### src/rtl/commit_sequencer.sv
// Retires branch results strictly in commit_id order onto one registered valid/ready port; 1-cycle latency, stalls heads while the slot is full.
// COMMIT_TIMEOUT_EN adds a stall watchdog (timeout_cycles parameter, timeout_err_o port).
module commit_sequencer #(
  parameter int data_width      = 16,
  parameter int n_branches      = 4,
  parameter int n_blocks        = 256,
  parameter int commit_id_width = 8
`ifdef COMMIT_TIMEOUT_EN
  , parameter int timeout_cycles = 1024
`endif
) (
  input  logic                                   clk,
  input  logic                                   reset,
  input  logic                                   enable_i,
  input  logic                                   clear_i,
  input  logic [n_branches-1:0]                  in_valid_i,
  output logic [n_branches-1:0]                  in_ready_o,
  input  logic [n_branches*commit_id_width-1:0]  in_commit_id_i,
  input  logic [n_branches*$clog2(n_blocks)-1:0] in_block_i,
  input  logic [n_branches*4-1:0]                in_dest_i,
  input  logic [n_branches*data_width-1:0]       in_result_i,
  input  logic [n_branches-1:0]                  in_writes_ext_i,
  input  logic [n_branches-1:0]                  in_commit_flag_i,
  output logic                                   out_valid_o,
  input  logic                                   out_ready_i,
  output logic [$clog2(n_blocks)-1:0]            out_block_o,
  output logic [3:0]                             out_dest_o,
  output logic [data_width-1:0]                  out_result_o,
  output logic                                   out_writes_ext_o,
  output logic                                   out_commit_flag_o,
  output logic [commit_id_width-1:0]             out_commit_id_o,
  output logic [commit_id_width-1:0]             expected_id_o,
  output logic                                   dup_err_o
`ifdef COMMIT_TIMEOUT_EN
  , output logic                                 timeout_err_o
`endif
);

  localparam int NB = n_branches;
  localparam int W  = commit_id_width;
  localparam int BW = $clog2(n_blocks);
  localparam int DW = data_width;
  localparam int GW = (NB > 1) ? $clog2(NB) : 1;

  logic          vld_q, vld_d;
  logic [BW-1:0] blk_q, blk_d;
  logic [3:0]    dst_q, dst_d;
  logic [DW-1:0] res_q, res_d;
  logic          ext_q, ext_d;
  logic          flg_q, flg_d;
  logic [W-1:0]  cid_q, cid_d;
  logic [W-1:0]  exp_q, exp_d;
  logic          dup_q, dup_d;

  logic [NB-1:0] match, grant;
  logic [GW-1:0] gidx;
  logic          dup, slot_free, accept;

  always_comb begin
    match = '0;
    for (int i = 0; i < NB; i++)
      match[i] = in_valid_i[i] && (in_commit_id_i[i*W +: W] == exp_q);
  end

  // Scan high-to-low so the lowest matching branch wins.
  always_comb begin
    grant = '0;
    gidx  = '0;
    for (int i = NB - 1; i >= 0; i--) begin
      if (match[i]) begin
        grant    = '0;
        grant[i] = 1'b1;
        gidx     = GW'(i);
      end
    end
  end

  assign dup        = |(match & (match - NB'(1)));
  assign slot_free  = ~vld_q | out_ready_i;
  assign in_ready_o = (enable_i && slot_free) ? grant : '0;
  assign accept     = |in_ready_o;

  always_comb begin
    vld_d = vld_q;
    blk_d = blk_q;
    dst_d = dst_q;
    res_d = res_q;
    ext_d = ext_q;
    flg_d = flg_q;
    cid_d = cid_q;
    exp_d = exp_q;
    dup_d = dup_q;
    if (enable_i) begin
      if (accept) begin
        vld_d = 1'b1;
        blk_d = in_block_i[int'(gidx)*BW +: BW];
        dst_d = in_dest_i[int'(gidx)*4 +: 4];
        res_d = in_result_i[int'(gidx)*DW +: DW];
        ext_d = in_writes_ext_i[gidx];
        flg_d = in_commit_flag_i[gidx];
        cid_d = in_commit_id_i[int'(gidx)*W +: W];
        exp_d = exp_q + W'(1);
      end else if (vld_q && out_ready_i) begin
        vld_d = 1'b0;
      end
      // Resync only when nothing is in flight on either side.
      if (clear_i && !vld_q && (in_valid_i == '0))
        exp_d = '0;
      if (dup)
        dup_d = 1'b1;
    end
  end

  always_ff @(posedge clk) begin
    if (reset) begin
      vld_q <= 1'b0;
      blk_q <= '0;
      dst_q <= '0;
      res_q <= '0;
      ext_q <= 1'b0;
      flg_q <= 1'b0;
      cid_q <= '0;
      exp_q <= '0;
      dup_q <= 1'b0;
    end else begin
      vld_q <= vld_d;
      blk_q <= blk_d;
      dst_q <= dst_d;
      res_q <= res_d;
      ext_q <= ext_d;
      flg_q <= flg_d;
      cid_q <= cid_d;
      exp_q <= exp_d;
      dup_q <= dup_d;
    end
  end

  assign out_valid_o       = vld_q;
  assign out_block_o       = blk_q;
  assign out_dest_o        = dst_q;
  assign out_result_o      = res_q;
  assign out_writes_ext_o  = ext_q;
  assign out_commit_flag_o = flg_q;
  assign out_commit_id_o   = cid_q;
  assign expected_id_o     = exp_q;
  assign dup_err_o         = dup_q;

`ifdef COMMIT_TIMEOUT_EN
  localparam int TW = $clog2(timeout_cycles + 1);

  logic [TW-1:0] wd_q, wd_d;
  logic          to_q, to_d;

  // Counts cycles where something is waiting but nothing retires; saturates at the limit.
  always_comb begin
    wd_d = wd_q;
    to_d = to_q;
    if (enable_i) begin
      if (accept || (in_valid_i == '0))
        wd_d = '0;
      else if (wd_q != TW'(timeout_cycles))
        wd_d = wd_q + TW'(1);
      if (wd_d == TW'(timeout_cycles))
        to_d = 1'b1;
    end
  end

  always_ff @(posedge clk) begin
    if (reset) begin
      wd_q <= '0;
      to_q <= 1'b0;
    end else begin
      wd_q <= wd_d;
      to_q <= to_d;
    end
  end

  assign timeout_err_o = to_q;
`endif

endmodule

### config.mk
export PLATFORM = sky130hd
export DESIGN_NAME = commit_sequencer
export DESIGN_NICKNAME = d
export VERILOG_FILES = /design/src/rtl/commit_sequencer.sv
export SDC_FILE = /design/constraint.sdc
export NUM_CORES = 1
export LEC_CHECK = 0
export ABC_CLOCK_PERIOD_IN_PS = 3700
export CAP_MARGIN = 10
export CORE_MARGIN = 2
export CORE_UTILIZATION = 41
export CTS_BUF_LIST = sky130_fd_sc_hd__clkbuf_8
export CTS_CLUSTER_DIAMETER = 60
export DETAILED_ROUTE_END_ITERATION = 7
export PLACE_DENSITY = 0.88
export SLEW_MARGIN = 30
export SYNTH_ARGS = -nofsm -noshare
export SYNTH_HDL_FRONTEND = slang
export SYNTH_SLANG_ARGS = --single-unit
### constraint.sdc
create_clock -name clk -period 3.7 [get_ports clk]
set_input_delay 0.74 -clock clk [delete_from_list [all_inputs] [get_ports clk]]
set_output_delay 0.74 -clock clk [all_outputs]
set_load 0.1 [all_outputs]
# --- After elaboration in Yosys (flattened, before gate mapping) ---
# Index checks and enable logic that the tools add are counted.
# Widths: inputs -> output; s select.
word_totals:
  register_bits: 48
  in_bits: 161
  elab_cells: 58
op_classes:
  addsub: 2
  n_lt_le_gt_ge: 1
  n_eq_ne: 4
  shifts: 4
  muxes: 17
  bitwise: 3
  reduce_logical: 18
op_table:
  columns: ["cell", "count"]
  rows:
  - ["$shiftx 32x6->8", 2]
  - ["$shiftx 64x7->16", 1]
  - ["$eq 8x8->1", 4]
  - ["$mux 4", 5]
  - ["$mux 8", 2]
  - ["$shiftx 16x5->4", 1]
  - ["$add 8x1->8 const B", 1]
  - ["$logic_and 1x1->1", 8]
  - ["$mux 2", 4]
  - ["$reduce_and 2->1", 4]
  - ["$reduce_or 4->1", 2]
  - ["$and 4x4->4", 1]
  - ["$bmux 1 s2", 2]
  - ["$logic_not 4->1", 1]
  - ["$mux 1", 4]
  - ["$reduce_bool 2->1", 2]
  - ["$sub 4x1->4 const B", 1]
  - ["$lt 2x3->1 const B", 1]
  - ["$logic_not 1->1", 1]
  - ["$not 1->1", 1]
  - ["$or 1x1->1", 1]

# --- Logic depth before layout (Yosys ltp) ---
# Gate-level depths: netlist of the first run.
depth:
  ltp_word: 10
  mapped_depth: 10

# --- Worst setup path after synthesis of the first run ---
# OpenSTA, ideal clock, no wires.
synth_path:
  path_kind: "flip-flop to output port"
  from: "register exp_q[1] (netlist: expected_id_o[1])"
  to: "output in_ready_o[3]"
  arrival_ns: 4.743
  t_required_ns: 2.960
  slack_ns: -1.783
  path_stages_with_launch: 6
  n_path_buf: 1
  path_cell_list: "dfxtp_1 > buf_2 > xnor2_1 > nand3_1 > or3_4 > nor4_1"
synth_between:
  elab_chain_cells: 7
  word_cells_on_any_way: 13
  classes_between: "eq/ne: 4; mux: 5; reduce/logical: 4"
synth_lines:
  columns: ["element", "line", "text"]
  rows:
  - ["start: declaration", "52", "logic [W-1:0] exp_q, exp_d;"]
  - ["start signal: assignment", "133", "exp_q <= exp_d;"]
  - ["$eq 8x8->1", "62", "match[i] = in_valid_i[i] && (in_commit_id_i[i*W +: W] == exp_q);"]
  - ["$logic_and 1x1->1", "62", null]
  - ["$mux 4 (3 in a row)", "70", "if (match[i]) begin"]
  - ["$mux 4 (*)", "70", null]
  - ["$mux 4 (*)", "80", "assign in_ready_o = (enable_i && slot_free) ? grant : '0;"]
  - ["end: declaration", "17", "output logic [n_branches-1:0] in_ready_o,"]
# Every way passes the cells marked *; elsewhere a longest branch is shown, timed or not.

# --- Worst setup path after layout of the first run ---
layout_path:
  from: "input in_commit_id_i[20]"
  to: "output in_ready_o[2]"
layout_between:
  elab_chain_cells: 6
layout_lines:
  columns: ["element", "line", "text"]
  rows:
  - ["start: declaration", "18", "input logic [n_branches*commit_id_width-1:0] in_commit_id_i,"]
  - ["$eq 8x8->1", "62", null]
  - ["$logic_and 1x1->1", "62", null]
  - ["$mux 4 (3 in a row)", "70", null]
  - ["$mux 4", "80", null]
# Every way passes these cells.

==> flow_summary.toml, run 1 <==
[placed_design]
place.gp.congestion = 0.8375
io_buffers = 212
place_ws_ns = 0.2658
place_hpwl_um = 8996

[cts]
cts-buffers-inserted = 5
cts-root-buf = "clkbuf_8"
postCtsSetupRepairBufs = 0
htree_levels = 2
cts_tree = "done"
clock_latency_ns = 0.30
clockBufferDepth = 2
cts_sinks = 48
hold_buffers = 0
ctsResizeCount = 0
clk_pin_slew_ns = 0.09

[detailed_routing]
vias = 3562
drt_pre_antenna_iters = 6
ant_nets = 0
wl_per_cell_um = 17.98
wl_um = 11580
first_iter_violations = 255
drc = 0
routed_via_density = 5.531

[pwr]
comb_power_share = 0.226
irDropWorstVdd_mv = 0.1935
p_int_mw = 0.9866
p_seq_frac = 0.412
power_switching_mw = 0.2716
p_total_mw = 1.258
switching_share = 0.2159
cellLeakagePower_nw = 2.111
cellPowerDensity_nw_per_um2 = 219.8
clkPwrFrac = 0.363

[yosys]
synth-warning-count = 0
syn_area_um2 = 3397
synth_area_per_cell_um2 = 9.933
synth_top_family_by_area = "multiplexers"
yosys.area_share.simple = 0.1341
ys_types = 45
ys_ff_latch = 48
ys_async_sr_fraction = 0
synth_edf_count = 0
muxShareOfSynthArea = 0.2516
syn_inst = 342
synthTopCellsByArea = "dfxtp_1 28%, mux2_2 22%, a222oi_1 11%"
synth_xor_area_frac = 0.09540
synthAdderAreaFrac = 0.006630
synth_area_leader_cell = "dfxtp_1"
synth_compound_gate_area_share = 0.1495
synth_top_area_share = 0.2829
synth_nets = 504
synth-seq-area-share = 0.2829
synthFlopType = "dfxtp_1"

[layout]
drive_above_1_share = 0.2152
final_nets = 700
utilization = 0.7036
syn_to_final_growth_pct = 68.47
antennaDiodeCount = 0

[timing]
hold-worst-slack_ns = 0.4756
post-route-period-util = 0.8823
rsz0062_at_grt = "false"
maxSlewViolCount = 0
worst_slew_pin_slew_ns = 1.037
setup_viol = 0
maxSlewHeadroom = 0.3066
fmax_mhz = 306.3
clock_skew_ns = 0.007993
hold_viol = 0
tns_ns = 0
min_period_ns = 3.264
timing.final.ws_setup_ns = 0.4355

[status]
status = "complete, no violations"

[worst_setup_path]
endpoint_kind = "output pin"
start_kind = "input pin"
critPathKind = "in -> out"
cp_data_required_time_ns = 2.96
worstSetupStartpoint = "in_commit_id_i[20]"
cp_max_fo = 4
cp.arrival_ns = 2.52
worstReg2RegStart = "expected_id_o[3]"

[die]
fp.dieH_um = 95.03
die_w_um = 95.03
rows = 33
core_area_um2 = 8134
initial_core_util = 0.4176
io_pins = 213
dieArea_um2 = 9030

[min_path]
worstHoldStart = "out_commit_id_o[0]"
hold_class = "reg -> reg"

[grt]
grt_antenna_before_repair = 0
grt_overflow = 0
grt_pass1_vias = 3673
grt_pass1_wl_um = 17650
grt_usage = 0.2504
grt_max_degree = 44

[run]
cap_violations = 0
-- layout by cell type (no fill, tap or decap), types with 4 or more instances in the layout --
| master | Yosys | routed |
|---|---|---|
| inv_1 | 5 | 5 |
| nand3_1 | 5 | 5 |
| mux2_2 | 67 | 67 |
| mux2_1 | 8 | 8 |
| buf_12 | 0 | 6 |
| dfxtp_1 | 48 | 48 |
| nor2_1 | 47 | 46 |
| clkdlybuf4s50_1 | 0 | 200 |
| xor2_1 | 14 | 14 |
| xnor2_1 | 23 | 23 |
| a222oi_1 | 37 | 37 |
| clkbuf_8 | 0 | 5 |
| a21oi_1 | 5 | 4 |
| nand2_1 | 10 | 10 |
| buf_4 | 6 | 17 |
-- kinds of logic after synthesis --
kind of cell,Yosys count
AND/OR/NAND/NOR,87
multiplexers,76
AO/OA/AOI/OAI,53
flip-flops,48
buffers and inverters,39
XOR/XNOR,37
adder cells (fa/ha/maj),2
-- path summary, 6_finish.rpt --
check        slack, ns  cells after the start                 end
max reg2reg       0.90                      8     out_result_o[9]
max               0.44                      6       in_ready_o[2]
min               0.48                      2  out_commit_id_o[0]
min reg2reg       0.48                      2  out_commit_id_o[0]
-- metrics by stage --
step / std cells / instance area, um^2
final: 644 / 5723
after global routing: 644 / 5723
after CTS: 644 / 5723
after detailed placement: 636 / 5585
after global placement: 636 / 5585
after floorplan: 342 / 3437
-- worst max-delay path: stages --
cell and delay [ns]:
clkdlybuf4s50_1 0.45, xnor2_1 0.22, nand3_1 0.16, or3_1 0.48, nor3_4 0.26, buf_12 0.20
-- cells in the mapped netlist, types with 2 or more instances --
| library cell | instances |
|---|---|
| mux2_1 | 8 |
| nor3b_1 | 2 |
| nand2_1 | 10 |
| xor2_1 | 14 |
| a2111oi_2 | 2 |
| buf_2 | 13 |
| buf_8 | 3 |
| buf_6 | 7 |
| nand2b_1 | 2 |
| a222oi_1 | 37 |
| nor4_1 | 2 |
| clkbuf_1 | 4 |
| nand3_1 | 5 |
| mux2_2 | 67 |
| a31oi_1 | 3 |
| a21oi_1 | 5 |
| nor3_1 | 4 |
| dfxtp_1 | 48 |
| nand4_1 | 3 |
| xnor2_1 | 23 |
| nor2_1 | 47 |
| inv_1 | 5 |
| buf_4 | 6 |
-- final cells by class --
cell class                      count  area, um^2
Clock inverter                      3       68.82
Clock buffer                        5       68.82
Multi-Input combinational cell    255        2225
Inverter                            5       18.77
Fill cell                         592        2411
Sequential cell                    48       960.9
Tap cell                          105       131.4
Timing Repair Buffer              223        2250
-- layer usage --
metal	track usage	part of all wire	vias up
met1	0.2875	0.38	1678
li1	-	-	1681
met4	0.1039	0.031	0
met5	0	0	-
met3	0.04664	0.082	27
met2	0.4545	0.51	176
-- power groups by stage --
stage | sequential (mW) | clock [mW] | combinational (mW)
finish | 0.518 | 0.456 | 0.284
global route | 0.519 | 0.487 | 0.300
global placement | 0.530 | 0 | 0.277
floorplan | 0.539 | 0 | 0.0758
CTS | 0.518 | 0.467 | 0.284
detailed placement | 0.530 | 0 | 0.282
-- state kept, by name, summed over array words and instances (netlist names) --
name and flops:
dup_err_o 1, expected_id_o 8, out_block_o 8, out_commit_flag_o 1, out_commit_id_o 8, out_dest_o 4, out_result_o 16, out_valid_o 1
out_writes_ext_o 1
No activity file was read; power rests on OpenSTA's default activity.
==> run 2: changes to the inputs <==
RECOVER_POWER = 50   (was unset)
==> flow_summary.toml, run 2 (synthesis results as in run 1) <==
[timing]
timing.final.ws_setup_ns = 0.4326
fmax_mhz = 306.1
maxSlewViolCount = 0
post-route-period-util = 0.8831
tns_ns = 0
setup_viol = 0
min_period_ns = 3.267
rsz0062_at_grt = "false"
clock_skew_ns = 0.008383
maxSlewHeadroom = 0.1811
worst_slew_pin_slew_ns = 1.234
hold_viol = 0

[die]
io_pins = 213
dieArea_um2 = 9030
initial_core_util = 0.4176
die_w_um = 95.03
fp.dieH_um = 95.03
core_area_um2 = 8134
rows = 33

[pwr]
p_int_mw = 0.9862
clkPwrFrac = 0.364
cellPowerDensity_nw_per_um2 = 221.3
cellLeakagePower_nw = 2.220
switching_share = 0.2173
irDropWorstVdd_mv = 0.1969
comb_power_share = 0.225
power_switching_mw = 0.2738
p_seq_frac = 0.411

[run]
cap_violations = 0

[grt]
grt_max_degree = 44
grt_usage = 0.2504
global_route.usage.met1 = 0.2875
grt_use_met3 = 0.04664
grt_overflow = 0
top_usage_layer = "met2"
grt_pass1_vias = 3673
grt_pass1_wl_um = 17650
grt_antenna_before_repair = 0
use_met2 = 0.4545

[cts]
hold_buffers = 0
clk_pin_slew_ns = 0.09
cts-buffers-inserted = 5
postCtsSetupRepairBufs = 0
cts_tree = "done"
htree_levels = 2
clock_latency_ns = 0.30
cts_sinks = 48
clockBufferDepth = 2
cts-root-buf = "clkbuf_8"
ctsResizeCount = 0

[worst_setup_path]
path_cells = "clkdlybuf4s50_1 > xnor2_1 > nand3_1 > or3_1 > nor3_4 > buf_12"
cp_num_buf_inv = 2
start_kind = "input pin"
cp_data_required_time_ns = 2.96
critPathKind = "in -> out"
cp_max_fo = 4
critical-path-slowest-cell = "or3_1"
endpoint_kind = "output pin"
cp.arrival_ns = 2.53
slowest_delay_ns = 0.48
cp_top_family = "simple AND/OR/NAND/NOR gates"

[layout]
fin_cells = 644
fill_cells = 599
mostFrequentLayoutCells = "160 x clkdlybuf4s50_1, 67 x mux2_2, 48 x dfxtp_1"
layout_commonest_cell = "clkdlybuf4s50_1"
antennaDiodeCount = 0
final_nets = 700
largest_reg_flops = 16
drive_above_1_share = 0.2004
syn_to_final_growth_pct = 67.59

[placed_design]
io_buffers = 212
place.gp.congestion = 0.8375
place_ws_ns = 0.2658
place_hpwl_um = 8996
dpl.cell_count = 636

[detailed_routing]
drt_pre_antenna_iters = 8
wl_um = 11590
wl_per_cell_um = 17.99
drc = 0
vias = 3565
routed_via_density = 5.536
ant_nets = 0
first_iter_violations = 283

[status]
status = "complete, no violations"

[min_path]
hold_class = "reg -> reg"
==> run 2: cell count changes in the layout (fill, tap and decap cells not counted), sizes merged <==
cell / before / now
buf: 23 / 15
clkdlybuf4s50: 200 / 160
dlygate4sd3: 0 / 40
clkbuf: 5 / 13
==> run 2: worst register-to-register path: cells and delay by family (launching register included) <==
family / cells / cell delay [ns]
simple gates: 3 / 0.67
flops: 1 / 0.61
compound gates: 2 / 0.55
mux: 1 / 0.41
buf+inv: 1 / 0.26
xor+xnor: 1 / 0.18
==> run 2: cell type report <==
| type | count | area, um^2 | share of cell area |
|---|---|---|---|
| clock inverter | 3 | 68.82 | 0.01209 |
| sequential | 48 | 960.9 | 0.1688 |
| tap | 105 | 131.4 | 0.02308 |
| timing repair buffer | 223 | 2220 | 0.3899 |
| inverter | 5 | 18.77 | 0.003297 |
| clock buffer | 5 | 68.82 | 0.01209 |
| multi-input combinational | 255 | 2225 | 0.3908 |
==> run 2: metal layers <==
| layer | vias to the layer above | wire length [um] |
|---|---|---|
| met5 | - | 0 |
| met4 | 0 | 329 |
| met3 | 25 | 930 |
| met2 | 187 | 5914 |
| met1 | 1666 | 4413 |
| li1 | 1687 | - |
==> run 2: power by group through the flow <==
stage                     Sequential [mW]  Clock (mW)  Combinational (mW)
after global placement              0.530           0               0.277
after global routing                0.518       0.487               0.300
after detailed placement            0.530           0               0.282
final                               0.518       0.458               0.283
after floorplan                     0.539           0              0.0758
after CTS                           0.518       0.467               0.284
==> run 2: worst paths after layout <==
check / endpoint / slack (ns) / start / cells past startpoint
min reg2reg: out_commit_id_o[0] / 0.47 / out_commit_id_o[0] / 2
max: in_ready_o[2] / 0.43 / in_commit_id_i[20] / 6
min: out_commit_id_o[0] / 0.47 / out_commit_id_o[0] / 2
max reg2reg: out_result_o[9] / 0.90 / expected_id_o[3] / 8
==> run 2: metrics by stage <==
stage	power [mW]	area [um^2]	hold slack, ns	util
floorplan	0.6149	3437	0.8932	-
global placement	0.8074	5585	0.4581	0.6867
detailed placement	0.8123	5585	0.4669	0.6867
CTS	1.270	5723	0.4824	0.7036
global route	1.305	5693	0.5176	0.6999
finish	1.260	5693	0.4748	0.6999
